### src/rtl/mem_arbiter.sv
// Arbitrates one external memory port between instruction fetch and data access.
// Ports: clk, reset (async active-low), fetch req/addr/rdata/done,
//   data rd/wr/addr/wdata/rdata/done, mem req/we/addr/wdata/rdata/ready,
//   stall, bus_err. Optional MEM_ARB_TIMEOUT_EN adds a ready timeout.
module mem_arbiter #(
  parameter int AW      = 32,
  parameter int DW      = 32,
  parameter int TIMEOUT = 15
) (
  input  logic          clk,
  input  logic          reset,
  input  logic          if_req,
  input  logic [AW-1:0] if_addr,
  output logic [DW-1:0] if_rdata,
  output logic          if_done,
  input  logic          d_rd,
  input  logic          d_wr,
  input  logic [AW-1:0] d_addr,
  input  logic [DW-1:0] d_wdata,
  output logic [DW-1:0] d_rdata,
  output logic          d_done,
  output logic          mem_req,
  output logic          mem_we,
  output logic [AW-1:0] mem_addr,
  output logic [DW-1:0] mem_wdata,
  input  logic [DW-1:0] mem_rdata,
  input  logic          mem_ready,
  output logic          stall,
  output logic          bus_err
);

  typedef enum logic [1:0] {
    IDLE,
    IACC,
    DACC,
    DONE
  } state_t;

  state_t state;
  logic   last_gnt;
  logic   gnt_d;
  logic   d_req;
  logic   pick_d;

  assign d_req  = d_rd | d_wr;
  // last_gnt: 0 = fetch, 1 = data; on a tie the other side wins
  assign pick_d = d_req & (~if_req | ~last_gnt);
  assign stall  = (if_req | d_req) & ~(if_done | d_done);

`ifdef MEM_ARB_TIMEOUT_EN
  localparam logic [3:0] TO_LAST = 4'(TIMEOUT - 1);
  localparam logic [DW-1:0] ERR_DATA = DW'(32'hDEADBEEF);

  logic [3:0] cnt;
  logic       err_q;

  assign bus_err = err_q;
`else
  assign bus_err = 1'b0;
`endif

  always_ff @(posedge clk or negedge reset) begin
    if (!reset) begin
      state     <= IDLE;
      last_gnt  <= 1'b0;
      gnt_d     <= 1'b0;
      mem_req   <= 1'b0;
      mem_we    <= 1'b0;
      mem_addr  <= '0;
      mem_wdata <= '0;
      if_rdata  <= '0;
      d_rdata   <= '0;
      if_done   <= 1'b0;
      d_done    <= 1'b0;
`ifdef MEM_ARB_TIMEOUT_EN
      cnt       <= '0;
      err_q     <= 1'b0;
`endif
    end else begin
      if_done <= 1'b0;
      d_done  <= 1'b0;
`ifdef MEM_ARB_TIMEOUT_EN
      err_q   <= 1'b0;
`endif
      unique case (state)
        IDLE: begin
`ifdef MEM_ARB_TIMEOUT_EN
          cnt <= '0;
`endif
          if (pick_d) begin
            state     <= DACC;
            gnt_d     <= 1'b1;
            mem_req   <= 1'b1;
            mem_we    <= d_wr;
            mem_addr  <= d_addr;
            mem_wdata <= d_wdata;
          end else if (if_req) begin
            state    <= IACC;
            gnt_d    <= 1'b0;
            mem_req  <= 1'b1;
            mem_we   <= 1'b0;
            mem_addr <= if_addr;
          end
        end
        IACC, DACC: begin
          if (mem_ready) begin
            state   <= DONE;
            mem_req <= 1'b0;
            mem_we  <= 1'b0;
            if (state == IACC) begin
              if_rdata <= mem_rdata;
              if_done  <= 1'b1;
            end else begin
              if (!mem_we) d_rdata <= mem_rdata;
              d_done <= 1'b1;
            end
          end
`ifdef MEM_ARB_TIMEOUT_EN
          else if (cnt == TO_LAST) begin
            state   <= DONE;
            mem_req <= 1'b0;
            mem_we  <= 1'b0;
            err_q   <= 1'b1;
            if (state == IACC) begin
              if_rdata <= ERR_DATA;
              if_done  <= 1'b1;
            end else begin
              if (!mem_we) d_rdata <= ERR_DATA;
              d_done <= 1'b1;
            end
          end else if (cnt != 4'hF) begin
            cnt <= cnt + 4'd1;
          end
`endif
        end
        DONE: begin
          last_gnt <= gnt_d;
          state    <= IDLE;
        end
        default: state <= IDLE;
      endcase
    end
  end

endmodule

### config.mk
export PLATFORM = sky130hd
export DESIGN_NAME = mem_arbiter
export DESIGN_NICKNAME = d
export VERILOG_FILES = /design/src/rtl/mem_arbiter.sv
export SDC_FILE = /design/constraint.sdc
export NUM_CORES = 1
export LEC_CHECK = 0
export CAP_MARGIN = 20
export CELL_PAD_IN_SITES_DETAIL_PLACEMENT = 1
export CELL_PAD_IN_SITES_GLOBAL_PLACEMENT = 1
export CORE_MARGIN = 2
export CORE_UTILIZATION = 35
export CTS_BUF_LIST = sky130_fd_sc_hd__clkbuf_4
export DETAILED_ROUTE_END_ITERATION = 16
export PLACE_DENSITY = 0.91
export SYNTH_ARGS = -nofsm -noshare
export SYNTH_HDL_FRONTEND = slang
export SYNTH_SLANG_ARGS = --single-unit
### constraint.sdc
create_clock -name clk -period 5.55 [get_ports clk]
set_clock_uncertainty 0.1 [all_clocks]
set_input_delay 1.665 -clock clk [delete_from_list [all_inputs] [get_ports clk]]
set_output_delay 1.665 -clock clk [all_outputs]
set_load 0.01 [all_outputs]
==> results_dict.tcl <==
set metrics [dict create \
    status "completed" \
    power_leakage_nw 3.694 \
    setup_violations 0 \
    synth_seq_cells 136 \
    first_global_vias 4663 \
    antenna_cells 0 \
    intPower_w 0.003347 \
    synth_cells 390 \
    power_frac_comb_pct 49.1 \
    cpMaxStageDelayCell "clkdlybuf4s50_1" \
    switching_share_pct 33.35 \
    final-hold-violation-count 0 \
    postRouteAntennaNets 0 \
    clock.fmax_mhz 196.5 \
    tritoncts.num_buffers 17 \
    postRouteWirelength_um 16910 \
    ctsHtreeMaxLevel 4 \
    syn_avg_cell_area_sq_um 14.26 \
    synth-edff-count 0 \
    design.final.nets 800 \
    final_cell_mix "265 x clkdlybuf4s50_1, 136 x dfrtp_1, 93 x mux2_2" \
    end_kind "output pin" \
    worstSetupStartpointType "input port" \
    buffer_ports.inserted 266 \
    ioPinCount 268 \
    synth_area_sq_um 5560 \
    grt_pass1_wl_um 25250 \
    synth.lib_cells_used.distinct 34 \
    worst_path_most_repeated_cell "clkdlybuf4s50_1" \
    p_switching_w 0.001675 \
    max-vdd-ir-drop_mv 0.2730 \
    wl_per_cell_um 19.00 \
    cts_repair_resized_insts 0 \
    path_clk_slew_ps 100 \
    area_delta_synth_final_pct 57.63 \
    syn_nets 528 \
    clkLatencyLatePin_ps 530 \
    worstPathCellList "clkdlybuf4s50_1 > or3_1 > nor3b_1 > clkdlybuf4s50_1" \
    fp-row-count 46 \
    synth_warnings 0 \
    globalRouteTotalUtil_pct 19.92 \
    proportion_of_register_bits_with_asynchronous_set_or_reset_after_synthesis_pct 100.0 \
    unrepaired_setup_endpoints_after_global_routing "false" \
    final_period_minus_worst_setup_slack_ps 5088 \
    finalCoreUtilization_pct 55.78 \
    grt_overflow 0 \
    post_route_drc_violation_count 0 \
    cts.repair_timing.setup_buffer_count 0 \
    fill_cells 1594 \
    setup_tns_ps 0 \
    clkPwrFrac_pct 15.2 \
    grt_start_max_net_pins 83 \
    cts_stage_hold_buffer_count 0 \
    max-cap-violations 0 \
    initial_utilization_pct 35.39 \
    drtPass1Iterations 4 \
    post-route-period-util_pct 91.68 \
    dieArea_sq_um 16910 \
    worst-slew-pin-transition_ps 740.2 \
    cts_root_buffer "clkbuf_4" \
    powerDensity_nw_per_um2 572.9 \
    layout-drive-gt1-share_pct 20.18 \
    seq_power_share_pct 35.6 \
    grt_antenna_before_repair 0 \
    crit_arrival_ps 3320 \
    route.detailed.vias_per_inst 4.778 \
    timing_max_transition_violations_final 0 \
    cpPeakStageDelay_ps 660 \
    dp_hpwl_um 12890 \
    post-layout-total-power_w 0.005022 \
    synth_top_flop_cell "dfrtp_1" \
    cts_tree "done" \
    die_width_um 130.0 \
    die_h_um 130.0 \
    design.core.area_sq_um 15710 \
    vias 4252 \
    clock_sink_total 136 \
    timing_worst_setup_path_type "input port to output pin" \
    layout_commonest_cell "clkdlybuf4s50_1" \
    first_iter_violations 98 \
    synth_sequential_area_ratio_pct 61.21 \
    critical_path_required_ps 3790 \
    slew_headroom_pct 50.65 \
    critical_path.max_fanout 5 \
    min-delay-path-class "flop to flop" \
    place_congestion 0.7465 \
    largest_buffer_count_on_any_clock_path 2 \
]
## cells by family (layout without fill, tap and decap cells)
group           after synthesis  after routing  synth area share (%)
flops                       136            136                 61.21
fa+ha+maj                     4              4                0.9001
compound gates               46             46                 5.266
simple gates                 47             47                 3.713
mux                         129            129                 25.40
other cells                   1              1               0.06744
buf+inv                      27            311                 3.443
## cell usage after synthesis, types with 2 or more instances
cell type | instances | area, sq um
buf_4 | 9 | 67.56
ha_1 | 4 | 50.05
mux2_2 | 93 | 1047
nor2_1 | 3 | 11.26
mux2_1 | 4 | 45.04
mux2i_1 | 32 | 320.3
clkbuf_2 | 2 | 10.01
a21oi_1 | 2 | 10.01
dfrtp_1 | 136 | 3403
inv_1 | 5 | 18.77
o2bb2ai_1 | 2 | 17.52
buf_2 | 4 | 20.02
o21ai_0 | 32 | 160.2
buf_6 | 5 | 56.30
nand2_1 | 38 | 142.6
## state kept, by name (all words and copies together), names as in the netlist
name       flops
mem_addr      32
gnt_d          1
mem_we         1
if_done        1
state          2
mem_wdata     32
d_done         1
d_rdata       32
mem_req        1
if_rdata      32
last_gnt       1
## metal layers
metal	vias up	global-route usage [%]	part of all wire (%)
met1	2131	20.77	36
met5	-	0	0
met2	177	36.37	54
met4	0	8.159	2.2
li1	1914	-	-
met3	30	7.134	8.1
## path summary, 6_finish.rpt
path,cells after the start,to,start,slack (ps)
worst max-delay path,4,stall,d_rd,460
worst min-delay path,2,mem_addr[15],mem_addr[15],390
worst max register to register,6,d_rdata[13],state[0],3240
worst min register to register,2,mem_addr[15],mem_addr[15],390
max in group asynchronous,2,mem_wdata[4],reset,3360
min in group asynchronous,1,mem_addr[6],reset,1080
## metrics by stage
step | instances | setup slack [ps] | hold WS, ps | area, sq um
after detailed placement | 857 | 452.2 | 371.6 | 8388
after global placement | 857 | 494.5 | 355.9 | 8388
final | 890 | 462.0 | 388.8 | 8765
after global routing | 890 | 376.0 | 418.0 | 8765
after floorplan | 390 | 1396 | 343.7 | 5560
after CTS | 888 | 448.5 | 396.1 | 8725
## critical path: cells and delay by family
family | cells | cell delay (ps)
simple gates | 2 | 430
buf+inv | 2 | 1220
## power by group through the flow
stage	combinational, W	clock (W)	sequential (W)
after floorplan	0.000920	0	0.00199
after global placement	0.00236	0	0.00176
after detailed placement	0.00248	0	0.00182
after CTS	0.00249	0.000794	0.00180
after global routing	0.00264	0.000829	0.00186
final	0.00247	0.000766	0.00179
## cell type report
cell class              count  area (sq um)  area share [%]
clock buffers              18         135.1           1.542
clock inverters            13         201.4           2.298
inverters                   5         18.77          0.2141
multi-input cells         227          1979           22.58
flip-flops and latches    136          3403           38.83
well taps                 216         270.3           3.084
repair buffers            275          2756           31.45
Note: power is estimated with default switching activity, not from simulation.
